`src/rtl/lsu_ctrl.sv`:
```
// lsu_ctrl: load/store unit controller between the pipeline and a data memory
// with one registered read port and a memory-mapped LED register.
//
// Ports:
//   clk, rst_n                       clock, async active-low reset
//   req_valid/req_ready              request handshake (ready only when idle)
//   req_is_store, req_funct3         access kind and RV32I width/sign code
//   req_addr, req_wdata              byte address and right-aligned store data
//   mem_addr, mem_wdata              latched address/data to data memory
//   mem_memread, mem_memwrite        one-cycle strobes, only in ISSUE
//   mem_sign_mask                    {signed, word, half-or-word, 1}
//   mem_read_data                    registered load result from memory
//   rsp_valid/rsp_ready              response handshake
//   rsp_rdata, rsp_err               load result (0 for stores/errors), error flag
module lsu_ctrl #(
  parameter logic [31:0] DMEM_BASE  = 32'h0000_1000,
  parameter int unsigned DMEM_BYTES = 4096,
  parameter logic [31:0] LED_ADDR   = 32'h0000_2000
) (
  input  logic        clk,
  input  logic        rst_n,
  input  logic        req_valid,
  output logic        req_ready,
  input  logic        req_is_store,
  input  logic [2:0]  req_funct3,
  input  logic [31:0] req_addr,
  input  logic [31:0] req_wdata,
  output logic [31:0] mem_addr,
  output logic [31:0] mem_wdata,
  output logic        mem_memread,
  output logic        mem_memwrite,
  output logic [3:0]  mem_sign_mask,
  input  logic [31:0] mem_read_data,
  output logic        rsp_valid,
  input  logic        rsp_ready,
  output logic [31:0] rsp_rdata,
  output logic        rsp_err
);

  localparam int unsigned EW = 33;
  localparam logic [EW-1:0] DMEM_END = EW'(DMEM_BASE) + EW'(DMEM_BYTES);

  typedef enum logic [2:0] {
    S_IDLE,
    S_ISSUE,
    S_WAIT,
    S_LATCH,
    S_RESP
  } state_e;

  state_e      state;
  state_e      state_nxt;
  logic        is_store_q;
  logic        accept_c;
  logic        req_err_c;
  logic [3:0]  mask_c;
  logic        f3_bad_c;
  logic        misalign_c;
  logic        in_dmem_c;
  logic        range_bad_c;
  logic [2:0]  size_c;

  assign accept_c = req_valid & req_ready;

  // Request legality: funct3, alignment and address decode.
  always_comb begin
    f3_bad_c    = 1'b0;
    misalign_c  = 1'b0;
    in_dmem_c   = 1'b0;
    range_bad_c = 1'b0;
    if (req_is_store) begin
      f3_bad_c = (req_funct3 >= 3'b011);
    end else begin
      f3_bad_c = (req_funct3 == 3'b011) || (req_funct3[2:1] == 2'b11);
    end
    misalign_c = ((req_funct3[1:0] == 2'b01) && req_addr[0]) ||
                 ((req_funct3[1:0] == 2'b10) && (req_addr[1:0] != 2'b00));
    in_dmem_c  = (req_addr >= DMEM_BASE) && ({1'b0, req_addr} < DMEM_END);
    // LED register is write-only and lives outside the data memory window.
    range_bad_c = (req_addr == LED_ADDR) ? !req_is_store : !in_dmem_c;
    req_err_c   = f3_bad_c | misalign_c | range_bad_c;
  end

  // Access encoding for the memory: size bits plus sign for LB/LH.
  always_comb begin
    size_c = 3'b111;
    case (req_funct3[1:0])
      2'b00:   size_c = 3'b001;
      2'b01:   size_c = 3'b011;
      default: size_c = 3'b111;
    endcase
    mask_c = {!req_is_store && !req_funct3[2] && (req_funct3[1:0] != 2'b10), size_c};
  end

  // Next-state logic.
  always_comb begin
    state_nxt = state;
    case (state)
      S_IDLE:  if (accept_c) state_nxt = req_err_c ? S_RESP : S_ISSUE;
      S_ISSUE: state_nxt = S_WAIT;
      S_WAIT:  state_nxt = S_LATCH;
      S_LATCH: state_nxt = S_RESP;
      S_RESP:  if (rsp_ready) state_nxt = S_IDLE;
      default: state_nxt = S_IDLE;
    endcase
  end

  // State register.
  always_ff @(posedge clk or negedge rst_n) begin
    if (!rst_n) begin
      state <= S_IDLE;
    end else begin
      state <= state_nxt;
    end
  end

  // Registered outputs and latched request.
  always_ff @(posedge clk or negedge rst_n) begin
    if (!rst_n) begin
      req_ready     <= 1'b1;
      is_store_q    <= 1'b0;
      mem_addr      <= '0;
      mem_wdata     <= '0;
      mem_sign_mask <= '0;
      mem_memread   <= 1'b0;
      mem_memwrite  <= 1'b0;
      rsp_valid     <= 1'b0;
      rsp_rdata     <= '0;
      rsp_err       <= 1'b0;
    end else begin
      req_ready <= (state_nxt == S_IDLE);
      // ISSUE is only entered from an accept, so the live request decides the strobe.
      mem_memread  <= (state_nxt == S_ISSUE) && !req_is_store;
      mem_memwrite <= (state_nxt == S_ISSUE) && req_is_store;
      rsp_valid    <= (state_nxt == S_RESP);
      if (accept_c) begin
        is_store_q    <= req_is_store;
        mem_addr      <= req_addr;
        mem_wdata     <= req_wdata;
        mem_sign_mask <= mask_c;
        if (req_err_c) begin
          rsp_rdata <= '0;
          rsp_err   <= 1'b1;
        end
      end
      if (state == S_LATCH) begin
        rsp_rdata <= is_store_q ? 32'h0 : mem_read_data;
        rsp_err   <= 1'b0;
      end
    end
  end

endmodule

```
`config.mk`:
```
export PLATFORM = sky130hd
export DESIGN_NAME = lsu_ctrl
export DESIGN_NICKNAME = d
export VERILOG_FILES = /design/src/rtl/lsu_ctrl.sv
export SDC_FILE = /design/constraint.sdc
export NUM_CORES = 1
export LEC_CHECK = 0
export ABC_AREA = 0
export CAP_MARGIN = 0
export CORE_UTILIZATION = 41
export DETAILED_ROUTE_END_ITERATION = 16
export GPL_TIMING_DRIVEN = 0
export PLACE_DENSITY = 0.78
export SLEW_MARGIN = 5
export SYNTH_ARGS = -nofsm -noshare
export SYNTH_HDL_FRONTEND = slang
export SYNTH_SLANG_ARGS = --single-unit
```
`constraint.sdc`:
```
create_clock -name clk -period 2.1 [get_ports clk]
set_clock_uncertainty 0.2 [all_clocks]
set_input_delay 0.525 -clock clk [delete_from_list [all_inputs] [get_ports clk]]
set_output_delay 0.525 -clock clk [all_outputs]
set_load 0.05 [all_outputs]
```
# After elaboration in Yosys (flattened, before gate mapping)
# Index checks and enable logic that the tools add are counted.
[op_classes] n_reduce_logical=19 muxes=14 add_sub_neg=0 n_eq_ne=12 div=0 multipliers=0 n_lt_le_gt_ge=3 shifts=0 n_bitwise=3
[ops] cell="$mux W32" count=4
[ops] cell="$eq A32 B14 Y1 const B" count=1
[ops] cell="$ge A32 B13 Y1 const B" count=1
[ops] cell="$lt A32 B14 Y1 const B" count=1
[ops] cell="$pmux W3 S5" count=1
[ops] cell="$eq A3 B2 Y1 const B" count=3
[ops] cell="$mux W3" count=3
[ops] cell="$logic_and A1 B1 Y1" count=7
[ops] cell="$eq A3 B1 Y1 const B" count=2
[ops] cell="$eq A3 B3 Y1 const B" count=2
[ops] cell="$logic_not A3 Y1" count=2
[ops] cell="$pmux W3 S2" count=1
[ops] cell="$reduce_bool A2 Y1" count=3
[ops] cell="$mux W1" count=5
[ops] cell="$eq A2 B2 Y1 const B" count=2
[ops] cell="$ge A3 B2 Y1 const B" count=1
[ops] cell="$logic_not A1 Y1" count=3
[ops] cell="$eq A2 B1 Y1 const B" count=1
[ops] cell="$logic_not A2 Y1" count=1
[ops] cell="$logic_or A1 B1 Y1" count=2
[ops] cell="$ne A2 B2 Y1 const B" count=1
[ops] cell="$or A1 B1 Y1" count=2
[ops] cell="$reduce_and A2 Y1" count=1
[ops] cell="$and A1 B1 Y1" count=1
[totals] n_memories=0 latch_bits=0 rom_bits=0 input_bits=104 out_inout_bits=105 ram_bits=0 ff_bits=109

# Logic depth before layout (Yosys ltp)
# Gate-level depths: netlist (run 1).
[logic_depth] word_depth=10 mapped_depth=6 depth_no_buf=4

# Least setup slack after synthesis (run 1)
# No wires, ideal clock.
[synth_path] path_kind="input to register" startpoint="in req_funct3[0]" endpoint="reg rsp_err" stages=5 path_buffers=1 required_time_ns=1.781 setup_slack_ns=0.062 t_arrival_ns=1.719 setup_ns=0.119 path_cell_list="o41ai_2 o2111ai_1 o311a_4 buf_6 o21a_1"
[synth_between] elab_chain_cells=7 word_cells_on_any_way=13 cone_classes="order compare: 1; eq/ne: 3; mux: 1; bitwise: 2; reduce/logical: 6"
[synth_rtl] item="start, declared" line_no="25" text="input logic [2:0] req_funct3,"
[synth_rtl] item="parallel branches: the longest is 3 deep, another holds $ge A3 B2 Y1"
[synth_rtl] item="$or A1 B1 Y1 (*) (2 in series)" line_no="81" text="req_err_c = f3_bad_c | misalign_c | range_bad_c;"
[synth_rtl] item="$reduce_bool A2 Y1 (no line) (*)"
[synth_rtl] item="$reduce_and A2 Y1 (no line) (*)"
[synth_rtl] item="end signal, assigned" line_no="129" text="rsp_err <= 1'b0;"
[synth_rtl] item="end signal, assigned" line_no="143" text="rsp_err <= 1'b1;"
[synth_rtl] item="end signal, assigned" line_no="148" text="rsp_err <= 1'b0;"
[synth_rtl] item="end, declared" line_no="37" text="output logic rsp_err"
# Every way passes the cells marked *.
# A chain may end at the register's enable or synchronous reset.

# Worst setup path after layout (run 1)
[layout_path] startpoint="in req_addr[24]" endpoint="reg rsp_err"
[layout_between] elab_chain_cells=7 word_cells_on_any_way=9 cone_classes="order compare: 2; eq/ne: 1; mux: 1; bitwise: 1; reduce/logical: 4"
[layout_rtl] item="start, declared" line_no="26" text="input logic [31:0] req_addr,"
[layout_rtl] item="$ge A32 B13 Y1 / $lt A32 B14 Y1 (equally long branches)" line_no="78" text="in_dmem_c = (req_addr >= DMEM_BASE) && ({1'b0, req_addr} < DMEM_END);"
[layout_rtl] item="$logic_and A1 B1 Y1" line_no="78"
[layout_rtl] item="$logic_not A1 Y1" line_no="80" text="range_bad_c = (req_addr == LED_ADDR) ? !req_is_store : !in_dmem_c;"
[layout_rtl] item="$mux W1 (*)" line_no="80"
[layout_rtl] item="$or A1 B1 Y1 (*)" line_no="81"
[layout_rtl] item="$reduce_bool A2 Y1 (no line) (*)"
[layout_rtl] item="$reduce_and A2 Y1 (no line) (*)"
# Mark *: on every way between the ends. The rest lies on a longest branch, timed or not.

==> flow_metrics.env, run 1 <==
export IMPL_p_leak_nw=3.15
export IMPL_layout_nets=668
export IMPL_core_rowCount=36
export IMPL_ctsLongestPathBuffers=2
export IMPL_ir_drop_mv=0.566
export IMPL_rsz0062_at_grt="no"
export IMPL_yosys_cell_count_top_type="dfrtp_1"
export IMPL_slowest_delay_ps=440
export IMPL_ios=209
export IMPL_vias_per_cell=4.85
export IMPL_vias=3401
export IMPL_die_h_um=104
export IMPL_path_max_fanout=7
export IMPL_syn_nets=442
export IMPL_start_kind="input port"
export IMPL_finalNonFillerCells=701
export IMPL_maxSlewHeadroom_pct=62.1
export IMPL_finalSetupTns_ps=0
export IMPL_synth_edf_count=0
export IMPL_pwr_density_cell_nw_per_um2=1160
export IMPL_synth_cells=338
export IMPL_final_layout_size_suffix_gt1_share_pct=21.8
export IMPL_root_buffer="clkbuf_8"
export IMPL_hold_viol=0
export IMPL_die_w_um=104
export IMPL_drt_iter0_drc=162
export IMPL_worstReg2RegStart="state[2]$_DFF_PN0_"
export IMPL_end_kind="flop"
export IMPL_final_core_util_pct=67.7
export IMPL_track_usage_pct=21.4
export IMPL_synth_warnings=0
export IMPL_worstPathArrival_ps=2090
export IMPL_critPathKind="in2reg"
export IMPL_fillers=804
export IMPL_diodes=0
export IMPL_synth_area_top_cells="dfrtp_1, mux2_2, nand2_1, o21ai_1, o21ai_2"
export IMPL_setup_viol=0
export IMPL_drtPass1Iterations=4
export IMPL_wl_mm=11.2
export IMPL_htree_num_levels=3
export IMPL_dieArea_um2=10900
export IMPL_hold_start="req_is_store"
export IMPL_yosysTopAreaCell="dfrtp_1"
export IMPL_worstPathRequired_ps=2150
export IMPL_r2r_slack_ps=240
export IMPL_portBuffers=208
export IMPL_fp_coreArea_um2=9950
export IMPL_ys_ff_latch=109
export IMPL_crit_chain="clkdlybuf4s50_1 -> a211oi_2 -> o2111ai_2 -> o311a_4 -> buf_6 -> o21a_1"
export IMPL_worstHoldEndpoint="mem_memread$_DFF_PN0_"
export IMPL_initial_core_util_pct=43.1
export IMPL_ys_async_sr_fraction_pct=100
export IMPL_netlist_area_um2=4300
export IMPL_cap_viol_max_count=0
export IMPL_min_period_ps=2040
export IMPL_outcome="finished clean"
export IMPL_finalMaxSlewViolations=0
export IMPL_rr_endpoint="rsp_rdata[13]$_DFFE_PN0P_"
export IMPL_reg2regPathDepth=6
export IMPL_synth_seq_area_share_pct=63.5
export IMPL_whs_path_depth=2
export IMPL_insertion_delay_ps=350
export IMPL_syn_to_final_growth_pct=56.8
export IMPL_grt_pass1_wl_mm=18.4
export IMPL_dp_cells=680
export IMPL_synth_flop_cell="dfrtp_1"
export IMPL_netlist_area_leader_share_pct=62.9
export IMPL_max_freq_mhz=490
export IMPL_synthTopCellsByCount="dfrtp_1, nand2_1, mux2_2, o21ai_1, clkbuf_1"
export IMPL_clkSlewWorstSetupHoldPaths_ps=90
export IMPL_grt_pass1_vias=3588
export IMPL_dp_hpwl_mm=8.40
export IMPL_drc=0
export IMPL_tightest_slew_ps=569
export IMPL_ant_nets=0
export IMPL_fin_crit_sh_pct=97.1
export IMPL_overflow=0
export IMPL_grt_max_degree=89
export IMPL_numCtsBuffers=9
export IMPL_antenna_found_initial=0
export IMPL_cts_sinks=109
export IMPL_wl_per_cell_um=15.9
export IMPL_synth_cell_types=30
export IMPL_critPathSlowestCell="clkdlybuf4s50_1"
export IMPL_avgSynthCellArea_um2=12.7
export IMPL_min_path_type="in2reg"
export IMPL_place_congestion=0.730
export IMPL_cts_tree="built"
-- layout by cell type (no fill, tap or decap), types with 2 or more instances in the layout --
cell             instances
a21oi_1                  2
buf_2                    3
buf_4                    5
buf_6                    4
clkbuf_1                10
clkbuf_2                 5
clkbuf_8                10
clkdlybuf4s15_1          3
clkdlybuf4s50_1         70
clkinv_4                 2
dfrtp_1                108
dlygate4sd2_1          126
dlymetal6s2s_1           6
inv_1                    2
mux2_2                  64
nand2_1                 73
nor2_1                   6
nor3_1                   4
nor4_2                   5
o211ai_1                 2
o21ai_0                  6
o21ai_1                 18
o21ai_2                 11
o41ai_2                  2
-- worst max-delay path by stage --
| stage | from | end | slack (ps) | cells after the start |
|---|---|---|---|---|
| after floorplan | req_funct3[0] | rsp_err$_DFFE_PN0P_ | 60 | 5 |
| after global placement | rst_n | mem_addr[31]$_DFFE_PN0P_ | -3830 | 1 |
| after detailed placement | req_is_store | rsp_err$_DFFE_PN0P_ | -680 | 6 |
| after CTS | req_is_store | rsp_err$_DFFE_PN0P_ | 6 | 6 |
| after global routing | req_valid | mem_addr[19]$_DFFE_PN0P_ | 4 | 5 |
| final | req_addr[24] | rsp_err$_DFFE_PN0P_ | 60 | 6 |
-- cells by family after synthesis --
group	count (synthesis)	share of synthesized area, %
xor gates and xnor gates	1	0.204
buffers and inverters	21	2.45
muxes	64	16.8
and+or+nand+nor	96	9.29
DFF	109	63.5
AOI/OAI and AO/OA	47	7.75
-- area by class of cell --
cell class              count  area, µm²  area share (%)
well taps                 133        166            2.47
plain buffers              19        103            1.52
clock inverters             4       33.8           0.501
inverters                   2       7.51           0.111
multi-input cells         208       1540            22.9
repair buffers            215       2010            29.9
flip-flops and latches    109       2730            40.5
clock buffers              11        141            2.10
-- critical path: cells and delay by family --
| kind | cells | cell delay, ps |
|---|---|---|
| compound gates | 4 | 980 |
| buf+inv | 2 | 590 |
-- metal layers --
layer | global-route usage, % | vias up | wire length (µm)
met5 | 0 | - | 0
met4 | 5.10 | 0 | 118
met3 | 5.51 | 11 | 843
met2 | 37.8 | 135 | 5640
met1 | 26.1 | 1641 | 4560
li1 | - | 1614 | -
-- through the flow --
stage	instance area (µm²)	power, mW	hold WS [ps]	setup slack [ps]
finish	6740	7.82	273	60.5
CTS	6680	7.91	296	5.62
global route	6740	8.19	265	3.86
floorplan	4300	5.58	29.4	62.0
detailed placement	6570	7.14	190	-679
global placement	6540	7.06	250	-3830
-- flip-flops by register name, indices dropped and copies added, names as in the netlist --
name / count
mem_sign_mask: 4
req_ready: 1
rsp_rdata: 32
mem_memwrite: 1
state: 3
mem_addr: 32
mem_wdata: 32
rsp_err: 1
is_store_q: 1
rsp_valid: 1
mem_memread: 1
-- power breakdown --
group / switching, mW / internal [mW] / total (mW)
clock network: 0.687 / 0.468 / 1.16
registers: 0.236 / 2.64 / 2.88
logic: 2.61 / 1.18 / 3.79
-- what timing repair did --
item                                    CTS  global route
gates resized for setup                 148            15
hold buffers                              1             0
hold endpoints to repair                 21             0
buffers inserted                          1             3
endpoints found under the setup margin  177            32
pin swaps                                12             9
cloned                                    1             0
No activity file was read; power rests on OpenSTA's default activity.
==> run 2, diff against run 1 <==
Settings changed: GPL_ROUTABILITY_DRIVEN set to 0.
Clock period 2.1 ns to 1.9 ns, I/O delays scaled along.
==> run 2 against run 1 <==
Net effect:
- clock-buffer cell count stayed put
- highest routed layer unchanged
- critical path type unchanged
- combinational power is 15% higher
- sequential power increased by 12%
- non-clock buffer count grew 2
- flip-flop and latch count unchanged
- hold slack got worse by 270 ps
- routed wire length increased by 1.6%
- setup slack worse by 30 ps
- final cell count up 0.43%
- first-iteration DRC count decreased by 18%
- register-to-register slack lost 130 ps
==> flow_metrics.env, run 2 (synthesized netlist as in run 1, its figures left out) <==
export IMPL_finalMaxSlewViolations=0
export IMPL_pwr_share_seq_pct=35.9
export IMPL_worstReg2RegStart="state[2]$_DFF_PN0_"
export IMPL_fin_crit_sh_pct=98.4
export IMPL_ir_drop_mv=0.695
export IMPL_tightest_slew_ps=817
export IMPL_overflow=0
export IMPL_drt_iter0_drc=133
export IMPL_vias=3444
export IMPL_layout_nets=670
export IMPL_path_max_fanout=8
export IMPL_wl_met1_mm=4.65
export IMPL_maxSlewHeadroom_pct=45.5
export IMPL_diodes=0
export IMPL_dieArea_um2=10900
export IMPL_end_kind="flop"
export IMPL_crit_chain="clkdlybuf4s15_1 -> nor4_2 -> nand4_1 -> o311a_4 -> buf_6 -> o21a_1"
export IMPL_die_h_um=104
export IMPL_min_path_type="in2async"
export IMPL_hold_viol=0
export IMPL_cts_tree="built"
export IMPL_ios=209
export IMPL_fp_coreArea_um2=9950
export IMPL_pwr_density_cell_nw_per_um2=1310
export IMPL_initial_core_util_pct=43.1
export IMPL_syn_to_final_growth_pct=60.1
export IMPL_grt_max_degree=64
export IMPL_htree_num_levels=3
export IMPL_routed_top_layer="met4"
export IMPL_drtPass1Iterations=5
export IMPL_final_layout_size_suffix_gt1_share_pct=45.2
export IMPL_clkSlewWorstSetupHoldPaths_ps=110
export IMPL_top_regs="mem_addr: 32 flops, mem_wdata: 32 flops, rsp_rdata: 32 flops"
export IMPL_slowest_delay_ps=480
export IMPL_p_leak_nw=2.96
export IMPL_dp_hpwl_mm=8.28
export IMPL_ant_nets=0
export IMPL_crit_cells=6
export IMPL_drc=0
export IMPL_multi_input_area_um2=1600
export IMPL_worstPathBufferInverterCount=2
export IMPL_cap_viol_max_count=0
export IMPL_p_clk_share_pct=15.7
export IMPL_reg2regPathDepth=6
export IMPL_wl_met3_um=707
export IMPL_finalSetupTns_ps=0
export IMPL_switchingPower_mw=3.98
export IMPL_critPathSlowestCell="o311a_4"
export IMPL_grt_pass1_wl_mm=18.3
export IMPL_fillers=743
export IMPL_holdBufCountCts=0
export IMPL_portBuffers=208
export IMPL_r2r_slack_ps=110
export IMPL_worstPathArrival_ps=1930
export IMPL_max_freq_mhz=535
export IMPL_mostFrequentLayoutCells="dfrtp_1, nand2_1, clkdlybuf4s15_2"
export IMPL_critPathTopFamily="compound AO/OA/AOI/OAI gates"
export IMPL_setup_viol=0
export IMPL_cts_sinks=109
export IMPL_core_rowCount=36
export IMPL_min_period_ps=1870
export IMPL_outcome="finished clean"
export IMPL_final_common_cell="dfrtp_1"
export IMPL_start_kind="input port"
export IMPL_pre_cts_ws_ps=-788
export IMPL_p_total_mw=8.97
export IMPL_wl_mm=11.3
export IMPL_worstPathRequired_ps=1960
export IMPL_wl_per_cell_um=16.1
export IMPL_critPathKind="in2reg"
export IMPL_die_w_um=104
export IMPL_rsz0062_at_grt="yes"
export IMPL_root_buffer="clkbuf_8"
export IMPL_switching_share_pct=44.3
export IMPL_p_int_mw=5.00
export IMPL_antenna_found_initial=0
export IMPL_setup_ws_ps=30.8
export IMPL_track_usage_pct=21.2
export IMPL_insertion_delay_ps=340
export IMPL_met2_length_mm=5.78
export IMPL_numCtsBuffers=9
export IMPL_crit_end="rsp_err$_DFFE_PN0P_"
export IMPL_vias_per_cell=4.89
export IMPL_ctsLongestPathBuffers=2
export IMPL_regArea_um2=2730
export IMPL_rr_endpoint="rsp_rdata[18]$_DFFE_PN0P_"
export IMPL_grt_pass1_vias=3684
export IMPL_startpoint="req_addr[28]"
export IMPL_combinationalPowerShare_pct=48.4
==> run 2: area by class of cell <==
class / count / share of cell area (%)
multi-input cells: 208 / 23.2
clock buffers: 11 / 2.06
plain buffers: 18 / 1.93
repair buffers: 218 / 29.7
clock inverters: 5 / 0.855
inverters: 2 / 0.109
well taps: 133 / 2.42
flip-flops and latches: 109 / 39.7
==> run 2: power by group through the flow <==
stage	clock [mW]	combinational [mW]	sequential (mW)
after floorplan	0	0.851	5.32
after global placement	0	4.58	3.23
after detailed placement	0	4.63	3.27
after CTS	1.45	4.42	3.22
after global routing	1.52	4.51	3.31
final	1.41	4.34	3.22
==> run 2: metrics by stage <==
step / cell area [µm²] / util (%) / instances / hold WS [ps]
after global placement: 6560 / 65.9 / 679 / 256
after floorplan: 4310 / - / 338 / -20.6
after detailed placement: 6590 / 66.2 / 680 / 269
final: 6880 / 69.1 / 704 / 3.79
after global routing: 6880 / 69.1 / 704 / 71.7
after CTS: 6970 / 70.0 / 699 / 27.5
==> run 2: metal layers <==
| metal | vias to the layer above | GRT usage, % |
|---|---|---|
| met5 | - | 0 |
| met4 | 0 | 6.43 |
| met3 | 18 | 4.14 |
| met2 | 149 | 37.1 |
| met1 | 1664 | 26.4 |
| li1 | 1613 | - |
==> run 2: worst min path at each step <==
stage	startpoint	endpoint	slack, ps	cells past startpoint
final	rst_n	mem_addr[18]$_DFFE_PN0P_	4	1
after global routing	rst_n	mem_addr[18]$_DFFE_PN0P_	70	1
after CTS	rst_n	mem_addr[18]$_DFFE_PN0P_	30	1
after detailed placement	mem_sign_mask[0]$_DFFE_PN0P_	mem_sign_mask[0]$_DFFE_PN0P_	270	1
after global placement	mem_sign_mask[0]$_DFFE_PN0P_	mem_sign_mask[0]$_DFFE_PN0P_	260	1
after floorplan	rst_n	is_store_q$_DFFE_PN0P_	-20	0
==> run 2: what timing repair did <==
| action | in CTS | in global routing |
|---|---|---|
| pin swaps | 13 | 13 |
| setup buffers | 2 | 5 |
| resized for setup | 366 | 89 |
| gates cloned | 1 | 1 |
| endpoints found under the hold margin | 0 | 0 |
| setup endpoints to repair | 198 | 101 |
==> run 2: worst reg2reg max path: stages, from the launching register on <==
cell and delay (ps):
dfrtp_1 340, clkbuf_1 280, nand3b_1 270, buf_4 200, clkbuf_2 220, nand2_1 110
o21ai_2 130
==> run 3, diff against run 2 <==
Settings changed: CORE_ASPECT_RATIO set to 1.25.
==> run 3 against run 2 <==
Net effect:
- the run now ends with setup timing left
- critical path depth unchanged
- clock power increased by 36%
- die area about the same
- combinational power decreased by 1%
- routed wire length about the same
- power increased by 5.2%
- flip-flop and latch count unchanged
- first-iteration DRC count increased by 8.3%
==> flow_metrics.env, run 3 (synthesized netlist as in run 1, its figures left out) <==
export IMPL_syn_to_final_growth_pct=58.9
export IMPL_r2r_slack_ps=180
export IMPL_end_kind="flop"
export IMPL_p_total_mw=9.44
export IMPL_worstPathArrival_ps=2000
export IMPL_path_max_fanout=7
export IMPL_fin_crit_sh_pct=104
export IMPL_setup_ws_ps=-74.6
export IMPL_top_regs="mem_addr: 32 flops, mem_wdata: 32 flops, rsp_rdata: 32 flops"
export IMPL_drc=0
export IMPL_vias=3432
export IMPL_initial_core_util_pct=42.3
export IMPL_drt_iter0_drc=144
export IMPL_cts_tree="built"
export IMPL_min_path_type="in2reg"
export IMPL_ant_nets=0
export IMPL_overflow=0
export IMPL_ctsLongestPathBuffers=2
export IMPL_htree_num_levels=3
export IMPL_slowest_delay_ps=530
export IMPL_place_area_um2=6590
export IMPL_hold_viol=0
export IMPL_crit_chain="buf_2 -> nor4_4 -> nand4_1 -> o311a_4 -> buf_6 -> o21a_1"
export IMPL_cts_sinks=109
export IMPL_vias_per_cell=4.92
export IMPL_critPathSlowestCell="o311a_4"
export IMPL_drtPass1Iterations=4
export IMPL_worstPathRequired_ps=1920
export IMPL_hold_slack_ps=177
export IMPL_final_layout_size_suffix_gt1_share_pct=40.2
export IMPL_clkSlewWorstSetupHoldPaths_ps=70
export IMPL_wl_mm=11.4
export IMPL_critPathKind="in2reg"
export IMPL_critPathTopFamily="compound AO/OA/AOI/OAI gates"
export IMPL_rsz0062_at_grt="yes"
export IMPL_mostFrequentLayoutCells="dfrtp_1, nand2_1, clkbuf_2"
export IMPL_min_period_ps=1970
export IMPL_fillers=777
export IMPL_worstPathBufferInverterCount=2
export IMPL_die_h_um=116
export IMPL_p_leak_nw=3.04
export IMPL_grt_pass1_vias=3526
export IMPL_root_buffer="clkbuf_16"
export IMPL_portBuffers=208
export IMPL_antenna_found_initial=0
export IMPL_ios=209
export IMPL_setup_viol=1
export IMPL_dieArea_um2=10900
export IMPL_start_kind="input port"
export IMPL_tightest_slew_ps=512
export IMPL_dp_cells=676
export IMPL_ir_drop_mv=0.794
export IMPL_die_w_um=93.6
export IMPL_dp_hpwl_mm=8.38
export IMPL_track_usage_pct=21.1
export IMPL_max_freq_mhz=506
export IMPL_violations="setup timing"
export IMPL_finalNonFillerCells=698
export IMPL_fp_coreArea_um2=10200
export IMPL_cap_viol_max_count=0
export IMPL_maxSlewHeadroom_pct=65.9
export IMPL_grt_max_degree=57
export IMPL_grt_pass1_wl_mm=17.6
export IMPL_insertion_delay_ps=340
export IMPL_pwr_density_cell_nw_per_um2=1380
export IMPL_numCtsBuffers=9
export IMPL_layout_nets=668
export IMPL_outcome="complete, but fails checks"
export IMPL_design_area_um2=6820
export IMPL_diodes=0
export IMPL_final_common_cell="dfrtp_1"
export IMPL_core_rowCount=41
export IMPL_wl_per_cell_um=16.3
export IMPL_finalMaxSlewViolations=0
run 3: changes by cell type in the layout (fill, tap and decap cells not counted), moves of 3 or more:
cell	before	now
o21ai_1	17	6
buf_6	3	7
clkdlybuf4s15_1	12	51
clkbuf_2	52	69
clkbuf_8	10	3
buf_2	6	12
clkbuf_16	1	9
buf_4	11	7
o21ai_0	6	3
o21ai_2	12	26
clkdlybuf4s15_2	73	9
run 3: path summary, 6_finish.rpt:
path,start,end,cells after the start
worst max-delay path,req_addr[21],rsp_err$_DFFE_PN0P_,6
worst min-delay path,req_addr[15],mem_addr[15]$_DFFE_PN0P_,2
worst max register to register,state[0]$_DFF_PN0_,rsp_rdata[24]$_DFFE_PN0P_,6
worst min register to register,mem_sign_mask[0]$_DFFE_PN0P_,mem_sign_mask[0]$_DFFE_PN0P_,1
max in group asynchronous,rst_n,mem_addr[3]$_DFFE_PN0P_,3
min in group asynchronous,rst_n,mem_sign_mask[0]$_DFFE_PN0P_,2
run 3: layout make-up:
| class | instances | area [µm²] | area share [%] |
|---|---|---|---|
| Buffer | 17 | 121 | 1.78 |
| Clock buffer | 13 | 270 | 3.96 |
| Clock inverter | 3 | 42.5 | 0.623 |
| Inverter | 2 | 7.51 | 0.110 |
| Multi-Input combinational cell | 208 | 1640 | 24.0 |
| Sequential cell | 109 | 2730 | 40.0 |
| Tap cell | 129 | 161 | 2.37 |
| Timing Repair Buffer | 217 | 1850 | 27.2 |
run 3: per-stage QoR:
step                worst slack [ps]  util (%)  TNS (ps)
global placement               -3920      64.5   -486330
CTS                            -56.5      69.1     -56.5
detailed placement              -881      64.8    -65670
finish                         -74.6      67.2     -74.6
floorplan                      -51.1         -     -51.1
global route                    -103      67.2      -254
run 3: worst register-to-register path, stage by stage (launching register included):
cell and delay, ps:
dfrtp_1 360, clkbuf_1 170, nand3b_1 160, buf_4 240
clkbuf_2 260, nand2_1 120, o21ai_2 150
run 3: per-layer routing:
layer	vias to the layer above	share of wire, %	global-route usage [%]
met4	0	1.4	7.90
met3	11	6.6	4.95
met5	-	0	0
li1	1621	-	-
met1	1673	39	24.6
met2	127	53	37.7
run 3: repair_timing:
item                       CTS  global route
pin swaps                   22            17
hold buffers                 1             0
setup buffers                2             2
setup endpoints to repair  202           138
cloned                       3             0
resized for setup          312           123
hold endpoints to repair    52             0
run 3: power by group:
group	switching [mW]	internal, mW
registers	0.307	2.92
clock network	0.792	1.13
logic	2.92	1.37
total	4.02	5.42
